**src/rtl/kbd_pkg.sv**
```systemverilog
// Shared encodings for the PS/2 keyboard decoder: output state codes,
// special scan codes, decode FSM states and the scan-code-to-ASCII map.
`timescale 1ns/1ps
package kbd_pkg;

  localparam logic [1:0] ST_IDLE  = 2'b00;
  localparam logic [1:0] ST_PRESS = 2'b01;
  localparam logic [1:0] ST_HELD  = 2'b10;

  localparam logic [7:0] SC_BREAK  = 8'hF0;
  localparam logic [7:0] SC_EXT    = 8'hE0;
  localparam logic [7:0] SC_LSHIFT = 8'h12;
  localparam logic [7:0] SC_RSHIFT = 8'h59;
  localparam logic [7:0] SC_CAPS   = 8'h58;

  typedef enum logic [1:0] {
    FSM_IDLE    = 2'd0,
    FSM_BRK     = 2'd1,
    FSM_EXT     = 2'd2,
    FSM_EXT_BRK = 2'd3
  } dec_fsm_e;

  typedef struct packed {
    logic       valid;
    logic [7:0] ascii;
  } key_map_t;

  // Scan code to ASCII; letters go upper case when 'upper' is set.
  function automatic key_map_t scan_to_ascii(input logic [7:0] code, input logic upper);
    key_map_t   m;
    logic [7:0] lc;
    m  = '0;
    lc = 8'h00;
    case (code)
      8'h1C: lc = 8'h61; 8'h32: lc = 8'h62; 8'h21: lc = 8'h63; 8'h23: lc = 8'h64;
      8'h24: lc = 8'h65; 8'h2B: lc = 8'h66; 8'h34: lc = 8'h67; 8'h33: lc = 8'h68;
      8'h43: lc = 8'h69; 8'h3B: lc = 8'h6A; 8'h42: lc = 8'h6B; 8'h4B: lc = 8'h6C;
      8'h3A: lc = 8'h6D; 8'h31: lc = 8'h6E; 8'h44: lc = 8'h6F; 8'h4D: lc = 8'h70;
      8'h15: lc = 8'h71; 8'h2D: lc = 8'h72; 8'h1B: lc = 8'h73; 8'h2C: lc = 8'h74;
      8'h3C: lc = 8'h75; 8'h2A: lc = 8'h76; 8'h1D: lc = 8'h77; 8'h22: lc = 8'h78;
      8'h35: lc = 8'h79; 8'h1A: lc = 8'h7A;
      default: lc = 8'h00;
    endcase
    if (lc != 8'h00) begin
      m.valid = 1'b1;
      m.ascii = upper ? (lc - 8'h20) : lc;
    end else begin
      case (code)
        8'h45: m = {1'b1, 8'h30};
        8'h16: m = {1'b1, 8'h31};
        8'h1E: m = {1'b1, 8'h32};
        8'h26: m = {1'b1, 8'h33};
        8'h25: m = {1'b1, 8'h34};
        8'h2E: m = {1'b1, 8'h35};
        8'h36: m = {1'b1, 8'h36};
        8'h3D: m = {1'b1, 8'h37};
        8'h3E: m = {1'b1, 8'h38};
        8'h46: m = {1'b1, 8'h39};
        8'h29: m = {1'b1, 8'h20};
        8'h5A: m = {1'b1, 8'h0D};
        8'h66: m = {1'b1, 8'h08};
        default: m = '0;
      endcase
    end
    return m;
  endfunction

endpackage

```
**src/rtl/ps2_rx.sv**
```systemverilog
// PS/2 serial frame receiver: input synchronisers, falling-edge detect,
// 11-bit frame capture with start/parity/stop checks and a mid-frame timeout.
`timescale 1ns/1ps
module ps2_rx #(
  parameter int unsigned TIMEOUT_CYCLES = 50000
) (
  input  logic       clk,
  input  logic       clrn,
  input  logic       i_ps2_clk,
  input  logic       i_ps2_data,
  output logic [7:0] o_byte,
  output logic       o_byte_valid,
  output logic       o_frame_err
);

  localparam int unsigned TO_W = $clog2(TIMEOUT_CYCLES + 1);

  logic [2:0]      r_clk_sync;
  logic [1:0]      r_data_sync;
  logic [3:0]      r_bit_cnt;
  logic [9:0]      r_shift;
  logic [TO_W-1:0] r_idle_cnt;

  logic w_fall;
  logic w_sample;
  logic w_frame_ok;

  assign w_fall     = r_clk_sync[2] & ~r_clk_sync[1];
  assign w_sample   = r_data_sync[1];
  // r_shift[0] = start, [8:1] = data, [9] = parity; w_sample is the stop bit.
  assign w_frame_ok = ~r_shift[0] & (^r_shift[9:1]) & w_sample;

  // Two-flop synchronisers; clock gets a third stage for edge detection.
  always_ff @(posedge clk or negedge clrn) begin
    if (!clrn) begin
      r_clk_sync  <= 3'b111;
      r_data_sync <= 2'b11;
    end else begin
      r_clk_sync  <= {r_clk_sync[1:0], i_ps2_clk};
      r_data_sync <= {r_data_sync[0], i_ps2_data};
    end
  end

  // Frame shift, validation on the stop edge, and idle timeout.
  always_ff @(posedge clk or negedge clrn) begin
    if (!clrn) begin
      r_bit_cnt    <= 4'd0;
      r_shift      <= '0;
      r_idle_cnt   <= '0;
      o_byte       <= 8'h00;
      o_byte_valid <= 1'b0;
      o_frame_err  <= 1'b0;
    end else begin
      o_byte_valid <= 1'b0;
      o_frame_err  <= 1'b0;
      if (w_fall) begin
        r_idle_cnt <= '0;
        if (r_bit_cnt == 4'd10) begin
          r_bit_cnt <= 4'd0;
          if (w_frame_ok) begin
            o_byte       <= r_shift[8:1];
            o_byte_valid <= 1'b1;
          end else begin
            o_frame_err  <= 1'b1;
          end
        end else begin
          r_shift   <= {w_sample, r_shift[9:1]};
          r_bit_cnt <= r_bit_cnt + 4'd1;
        end
      end else if (r_bit_cnt != 4'd0) begin
        if (r_idle_cnt == TO_W'(TIMEOUT_CYCLES - 1)) begin
          r_bit_cnt  <= 4'd0;
          r_idle_cnt <= '0;
        end else begin
          r_idle_cnt <= r_idle_cnt + TO_W'(1);
        end
      end else begin
        r_idle_cnt <= '0;
      end
    end
  end

endmodule

```
**src/rtl/ps2_kbd_decoder.sv**
```systemverilog
// PS/2 keyboard decoder top: make/break/extended FSM, shift and caps-lock
// tracking, ASCII mapping and a stretched new-press pulse on 'state'.
// Build option: define KBD_TYPEMATIC_EN to make typematic repeats of the
// held key re-issue a full press pulse.
`timescale 1ns/1ps
module ps2_kbd_decoder
  import kbd_pkg::*;
#(
  parameter int unsigned PULSE_LEN      = 4,
  parameter int unsigned TIMEOUT_CYCLES = 50000
) (
  input  logic       clk,
  input  logic       clrn,
  input  logic       ps2_clk,
  input  logic       ps2_data,
  output logic [7:0] kbd_ascii,
  output logic [1:0] state,
  output logic [7:0] scan_code,
  output logic       frame_err
);

  localparam int unsigned PW = $clog2(PULSE_LEN + 1);

  logic [7:0] w_byte;
  logic       w_byte_valid;
  logic       w_frame_err;

  dec_fsm_e   r_fsm,   w_fsm_nxt;
  logic       r_shift, w_shift_nxt;
  logic       r_caps,  w_caps_nxt;
  logic [7:0] r_held,  w_held_nxt;
  logic [7:0] r_ascii, w_ascii_nxt;
  logic [1:0] r_state, w_state_nxt;
  logic [PW-1:0] r_pcnt, w_pcnt_nxt;
  logic [7:0] r_scan,  w_scan_nxt;
  key_map_t   w_map;
  logic       w_issue;

  ps2_rx #(.TIMEOUT_CYCLES(TIMEOUT_CYCLES)) u_rx (
    .clk          (clk),
    .clrn         (clrn),
    .i_ps2_clk    (ps2_clk),
    .i_ps2_data   (ps2_data),
    .o_byte       (w_byte),
    .o_byte_valid (w_byte_valid),
    .o_frame_err  (w_frame_err)
  );

  // Decode FSM next state plus modifier, held-key and pulse bookkeeping.
  always_comb begin
    w_fsm_nxt   = r_fsm;
    w_shift_nxt = r_shift;
    w_caps_nxt  = r_caps;
    w_held_nxt  = r_held;
    w_ascii_nxt = r_ascii;
    w_state_nxt = r_state;
    w_pcnt_nxt  = r_pcnt;
    w_scan_nxt  = r_scan;
    w_map       = scan_to_ascii(w_byte, r_shift ^ r_caps);
`ifdef KBD_TYPEMATIC_EN
    w_issue     = w_map.valid;
`else
    w_issue     = w_map.valid && (w_byte != r_held);
`endif

    if (r_state == ST_PRESS) begin
      if (r_pcnt == '0) w_state_nxt = ST_HELD;
      else              w_pcnt_nxt  = r_pcnt - PW'(1);
    end

    if (w_byte_valid) begin
      w_scan_nxt = w_byte;
      case (r_fsm)
        FSM_IDLE: begin
          if (w_byte == SC_BREAK) begin
            w_fsm_nxt = FSM_BRK;
          end else if (w_byte == SC_EXT) begin
            w_fsm_nxt = FSM_EXT;
          end else if (w_byte == SC_LSHIFT || w_byte == SC_RSHIFT) begin
            w_shift_nxt = 1'b1;
          end else if (w_byte == SC_CAPS) begin
            // Held caps code absorbs typematic repeats so caps toggles once.
            if (r_held != SC_CAPS) begin
              w_caps_nxt = ~r_caps;
              w_held_nxt = SC_CAPS;
            end
          end else if (w_issue) begin
            w_ascii_nxt = w_map.ascii;
            w_held_nxt  = w_byte;
            w_state_nxt = ST_PRESS;
            w_pcnt_nxt  = PW'(PULSE_LEN - 1);
          end
        end
        FSM_BRK: begin
          w_fsm_nxt = FSM_IDLE;
          if (w_byte == SC_LSHIFT || w_byte == SC_RSHIFT) begin
            w_shift_nxt = 1'b0;
          end else if (r_held != 8'h00 && w_byte == r_held) begin
            w_state_nxt = ST_IDLE;
            w_held_nxt  = 8'h00;
          end
        end
        FSM_EXT:     w_fsm_nxt = (w_byte == SC_BREAK) ? FSM_EXT_BRK : FSM_IDLE;
        FSM_EXT_BRK: w_fsm_nxt = FSM_IDLE;
        default:     w_fsm_nxt = FSM_IDLE;
      endcase
    end
  end

  // Decoder state and output registers.
  always_ff @(posedge clk or negedge clrn) begin
    if (!clrn) begin
      r_fsm   <= FSM_IDLE;
      r_shift <= 1'b0;
      r_caps  <= 1'b0;
      r_held  <= 8'h00;
      r_ascii <= 8'h00;
      r_state <= ST_IDLE;
      r_pcnt  <= '0;
      r_scan  <= 8'h00;
    end else begin
      r_fsm   <= w_fsm_nxt;
      r_shift <= w_shift_nxt;
      r_caps  <= w_caps_nxt;
      r_held  <= w_held_nxt;
      r_ascii <= w_ascii_nxt;
      r_state <= w_state_nxt;
      r_pcnt  <= w_pcnt_nxt;
      r_scan  <= w_scan_nxt;
    end
  end

  assign kbd_ascii = r_ascii;
  assign state     = r_state;
  assign scan_code = r_scan;
  assign frame_err = w_frame_err;

endmodule

```
**config.mk**
```make
export PLATFORM = sky130hd
export DESIGN_NAME = ps2_kbd_decoder
export DESIGN_NICKNAME = d
export VERILOG_FILES = /design/src/rtl/kbd_pkg.sv /design/src/rtl/ps2_rx.sv /design/src/rtl/ps2_kbd_decoder.sv
export SDC_FILE = /design/constraint.sdc
export NUM_CORES = 1
export LEC_CHECK = 0
export BUFFER_PORTS_ARGS = -buffer_cell sky130_fd_sc_hd__buf_2
export CAP_MARGIN = 25
export CELL_PAD_IN_SITES_DETAIL_PLACEMENT = 0
export CELL_PAD_IN_SITES_GLOBAL_PLACEMENT = 1
export CORE_ASPECT_RATIO = 1.5
export CORE_MARGIN = 2
export CORE_UTILIZATION = 46
export DETAILED_ROUTE_END_ITERATION = 6
export PLACE_DENSITY_LB_ADDON = 0.1
export SLEW_MARGIN = 20
export SYNTH_ARGS = -nofsm -noshare
export SYNTH_HDL_FRONTEND = slang
export SYNTH_SLANG_ARGS = --single-unit
```
**constraint.sdc**
```tcl
create_clock -name clk -period 4.3 [get_ports clk]
set_input_delay 0.43 -clock clk [delete_from_list [all_inputs] [get_ports clk]]
set_output_delay 0.43 -clock clk [all_outputs]
set_load 0.1 [all_outputs]
```
### Word-level counts from Yosys, hierarchy flattened

Memories as Yosys holds them, arrays and structs flattened.
Cells that the tools add are included.

* reduce and logical (&&, ||, !) cells: 21
* muxes and demuxes: 55
* add/subtract/negate cells: 4
* bitwise logic cells: 12
* eq/ne operators: 37

Operators by type and width (number)
* $pmux 9 s13: 1
* $mux 8: 10
* $eq 8x6->1 const B: 7
* $eq 8x7->1 const B: 6
* $mux 16: 3
* $mux 3: 9
* $mux 2: 13
* $eq 8x5->1 const B: 3
* $add 16x1->16 const B: 1
* $eq 16x16->1 const B: 1
* $eq 8x8->1 const B: 2
* $mux 4: 4
* $pmux 8 s2: 1
* $reduce_bool 8->1: 2
* $ne 2x2->1 const B: 7
* $reduce_and 7->1: 2
* $mux 1: 10
* $mux 9: 1
* $ne 3x3->1 const B: 3
* $reduce_and 9->1: 1
* $reduce_xor 9->1: 1
* $eq 8x8->1: 1
* $ne 8x7->1 const B: 1
* $ne 8x8->1: 1
* other kinds (22): 38

* output and inout port bits: 19
* input port bits: 4
* memories kept: 1
* register bits after elaboration: 78
* memory bits (read-only): 896
* word-level logic and storage cells: 146

Memory list
* (no name shown): depth 128, bits a word 7, rd ports 1, clocked after Yosys merged registers in 0, write ports 0, line kbd_pkg.sv:34 `case (code)`

### Logic depth before layout (Yosys ltp)

An unclocked memory read counts as a cell.

* word-level depth: 13
* mapped depth: 13
* mapped depth without buffers: 10

### Modules after synthesis

From an unflattened synthesis, not the netlist that was laid out.

* cells, all modules: 469
* area total of the unflattened synthesis: 4814.6 um2

Modules (own cells, without submodules)
* ps2_kbd_decoder: cells each 301, sequential area each 825.8 um2, times used 1, area each 2755.1 um2
* ps2_rx: cells each 168, sequential area each 1132.3 um2, times used 1, area each 2059.5 um2

### Worst setup path before layout

Ideal clock, no wire load.

* path kind: flip-flop to flip-flop
* start point: register u_rx.o_byte[1]
* end point: register r_ascii[5], in the netlist kbd_ascii[5]
* required time: 4.175 ns
* stages on the path, launching flop included: 14
* setup slack: 1.487 ns
* period minus slack after synthesis: 2.813 ns
* path buffers: 3
* data arrival time: 2.687 ns
* library setup time: 0.125 ns
* cells stage by stage: dfrtp_1 > buf_2 > inv_1 > ha_1 > buf_2 > nor2b_1 > a2111oi_0 > nor3_1 > a21oi_1 > and4_4 > a21boi_4 > nand4b_4 > buf_6 > mux2_4

* longest elaborated chain between the ends: 6
* elaborated cells between the ends (all ways): 33
* classes of those cells: add/sub (1); eq/ne (19); mux (4); bitwise (4); reduce/logical (4); memory (1)

RTL lines
* from (decl): line ps2_rx.sv:11 `output logic [7:0] o_byte,`
* from (signal assigned): line ps2_rx.sv:61 `o_byte <= r_shift[8:1];`
* parallel branches: the longest is 6 deep, another holds $sub 8x6->8
* to (signal assigned): line ps2_kbd_decoder.sv:126 `r_ascii <= w_ascii_nxt;`
* to (decl): line ps2_kbd_decoder.sv:32 `logic [7:0] r_ascii, w_ascii_nxt;`

Several ways; the timed one is not identified.
A chain may end at the register's enable or synchronous reset.

### Worst setup path in the final report

* start point: register u_rx.o_byte[1]
* end point: register r_ascii[4], in the netlist kbd_ascii[4]

The elaborated chain is that of the path after synthesis.

==> results.txt <==
The cell at the slowest stage of the critical path is dfrtp_1. The number of global-route vias before repair came to 3567. The setup slack of the most critical reg-to-reg path is ~0.73 ns. The first detailed-routing pass took 4 iterations. For this design the top-level I/O count stands at 23. The total track usage is a little over a fifth. The startpoint of the most critical register-to-register path is u_rx.o_byte[1]. In this run the clock root is driven by a clkbuf_16. The number of cells on the critical path came out at 10. Post-CTS timing repair inserted 0 buffers for setup. Grouping stages by cell kind, the critical path spends the most delay in simple AND/OR/NAND/NOR gates. The area after detailed placement came out at between 0.004 and 0.005 mm2.

The class of the worst hold path is in -> async. On the final layout, the worst clock skew is roughly 0.0050 ns. The total of endpoints with negative setup slack in the final report came out at 0.

The part of the Yosys area used for sequential elements came out at a little over two fifths. Buffers placed on the I/O ports in this run total 22. The endpoint type of the worst setup path is a flop. The worst slew margin relative to its limit is between 30% and 40%. The pin count of the biggest net entering global routing is 79.

For this run, asynchronously set or reset flops after synthesis account for 100%. The worst endpoint required time is 4.53 ns. The synthesized design contains a little under 80 register bits. For this run, design rule violations remaining after detail routing come to 0. The setup total negative slack came out at 0 ns.

The floorplan core area came out at 0.00963 mm2. STA classifies the critical path startpoint as a flop. On the worst path, the slowest cell contributes a delay of around 0.59 ns. Once detailed placement completed, the half-perimeter wirelength came to roughly 7300 um. The mean routed wirelength per cell is roughly 17 um. The DRC marker count from the first detailed-route iteration came out at 245. TritonCTS built the clock tree.

Tracing the worst setup path back leads to its startpoint at u_rx.o_byte[1]. The reported leakage power is 2.35 nW. In the synthesized netlist the dominant register cell turns out to be dfrtp_1. For this design, the CTS-stage hold fixing added 0 buffers.

The routed layout has 3403 vias. The x dimension of the die is 84.9 um. Data arrives at the worst endpoint at ~3.8 ns.

The synthesized netlist occupies a cell area of approximately 0.0045 mm2. In this run the worst setup path terminates at kbd_ascii[4]. The post-synthesis to final-layout area growth came out at 11.1%. The total power divided by cell area is between 400 and 500 mW/mm2.

The sum of overflow across all layers after global routing came out at 0. Once the floorplan was initialized, standard cells occupied between 40% and 50% of the core. The worst register-to-register path ends at kbd_ascii[4]. Counting flops with a built-in enable in the synthesized netlist gives 0. The worst reg2reg path depth is 10. The height of the die came out at ~130 um.

The die covers around 0.011 mm2. For this run, the number of Yosys warnings is 0. The number of H-tree levels came out at 3. The utilization after layout came out at about 52%. The clock transition time at the flip-flop clock pins of the worst setup and hold paths came out at roughly 0.060 ns. The number of max-cap violations is 0. The final-report max-slew violation count came out at 0. The number of nets produced by synthesis is around 480.

Setup repair after global routing left no endpoint under its margin. The synthesized instance count came out at around 460. The maximum clock frequency is around 0.28 GHz. The flow ran to the end, and the final reports show no timing, DRC or antenna violations. The residual antenna-violating net count after detailed routing came out at 0. The number of hold violations in the final report is 0. Once layout is done, the placed cells without fillers occupy about 0.005 mm2. The final critical delay including setup and external delays is between 3 and 4 ns.

The wire length after detailed routing is between 10000 and 15000 um. The first-pass GRT wire length came out at around 18000 um. The final weighted congestion of routability-driven global placement is 0.934. The signal on the critical path passes through inv_1, ha_1, and2_1, a211oi_1, o31ai_1, nor4_1, and4_4, a21boi_4, nand4b_4, mux2_2. The antenna diode instance count is 0. The worst ir drop on vdd came out at about 320 uV. Using the TritonRoute via totals, the vias-per-cell ratio works out to around 5.7.

The initial antenna violation count is 0. The number of buffers inserted during clock tree synthesis came out at 9. The maximum buffer depth of the clock tree is 2. The highest net fanout along the worst path came out at 15. The fraction of the cycle the final worst path needs is just over 80%. The number of clock sinks seen by CTS came out at 78. The post-cts resize count is 0. After synthesis, the mean cell area works out to a little under 10 um2. The fraction of final layout cells sized beyond drive strength 1 came out at about a fifth. The clock latency reported for the late side of the worst-skew pair is around 0.34 ns. The synthesized netlist contains 61 unique library cells. The buffers plus inverters on the worst setup path came out at 1. The worst setup path is of the reg -> reg kind. At the end of the flow, the number of nets in the layout was approximately 500. The placement row count came out at 44.

The transition time at the pin with the least slew margin is between 1 and 1.5 ns.
[worst min path at each step]
stage,startpoint,end,slack (ns),depth (start not counted)
after floorplan,clrn,kbd_ascii[0],0.13,0
after global placement,u_rx.r_data_sync[0],u_rx.r_data_sync[1],0.35,0
after detailed placement,u_rx.r_clk_sync[0],u_rx.r_clk_sync[1],0.35,0
after CTS,ps2_data,u_rx.r_data_sync[0],0.17,1
after global routing,ps2_data,u_rx.r_data_sync[0],0.17,1
final,clrn,kbd_ascii[3],0.09,1
[area by class of cell]
class / count / area [um2]
timing repair buffer: 27 / 154
fill: 914 / 4620
clock inverter: 7 / 105
inverter: 20 / 75.1
tap: 115 / 144
sequential: 78 / 1960
clock buffer: 9 / 225
multi-input combinational: 336 / 2360
[worst register-to-register path: stages, from the launching register on]
cell and delay (ns):
dfrtp_1 0.59, inv_1 0.23, ha_1 0.39, and2_1 0.24
a211oi_1 0.35, o31ai_1 0.16, nor4_1 0.49, and4_4 0.35
a21boi_4 0.08, nand4b_4 0.22, mux2_2 0.37
[layer usage]
metal  part of all wire [%]  track usage [%]  wire, um  up-vias
li1                       -                -         -     1634
met3                    2.8             3.30       292       30
met2                     53             35.9      5480       78
met5                      0                0         0        -
met1                     40             24.2      4130     1661
met4                    4.0             12.0       412        0
[synthesized netlist by cell type, drive strengths merged (7+ instances only)]
cell type  count  area [um2]
dfrtp         73        1830
nand2         40         150
nor2          39         151
mux2          34         390
o21ai         29         149
inv           20        75.1
xnor2         17         149
xor2          17         149
buf           16         109
ha            16         200
nor2b         15        93.8
a21oi         13        65.1
nand3         10        50.1
nor3          10        50.1
nand4          9        56.3
and2           7        43.8
and3           7        43.8
[registers in the layout, indices dropped and copies added (netlist names)]
register           count
r_fsm                  2
state                  2
scan_code              8
kbd_ascii              8
u_rx.r_shift          10
r_caps                 1
r_shift                1
r_pcnt                 3
u_rx.r_idle_cnt       16
u_rx.r_data_sync       2
u_rx.o_frame_err       1
u_rx.o_byte_valid      1
u_rx.r_bit_cnt         4
r_held                 8
u_rx.o_byte            8
u_rx.r_clk_sync        3
[per-stage QoR]
step           setup WS, ns  std cells  hold slack, ns  total power [mW]
3_5_place_dp          0.818        576           0.349              1.44
3_3_place_gp          0.858        575           0.347              1.43
2_1_floorplan          1.49        455           0.134              1.32
6_report              0.731        592          0.0877              2.27
5_1_grt               0.612        592           0.169              2.40
4_1_cts               0.804        592           0.173              2.29
[cells in the final DEF (no fill, tap or decap), types with 5 or more instances in the layout]
cell,Yosys,final
dfrtp_1,73,73
nand2_1,40,40
nor2_1,37,37
mux2_2,32,32
o21ai_0,26,26
buf_2,9,21
inv_1,20,20
xnor2_1,17,17
xor2_1,17,17
ha_1,16,16
nor2b_1,15,15
a21oi_1,13,13
nor3_1,10,10
nand3_1,10,10
nand4_1,9,9
clkbuf_16,0,9
and3_1,7,7
and2_1,7,7
nor3b_1,5,5
buf_4,4,5
dfstp_2,5,5
[power breakdown]
group          total (mW)  switching (mW)  leakage, nW  internal [mW]
sequential          0.947           0.131         1.04          0.816
clock               0.841           0.325        0.158          0.516
combinational       0.482           0.255         1.15          0.227
[cell families (layout without fill, tap and decap cells)]
group | count (synthesis) | in the layout | synth area share (%)
adders and majority gates | 16 | 16 | 4.43
AOI/OAI and AO/OA | 82 | 82 | 12.4
muxes | 38 | 38 | 9.53
and+or+nand+nor | 166 | 166 | 19.3
DFF | 78 | 78 | 43.4
xor gates and xnor gates | 34 | 34 | 6.59
buffers and inverters | 41 | 63 | 4.49
Power figures use the tool's default switching activity.
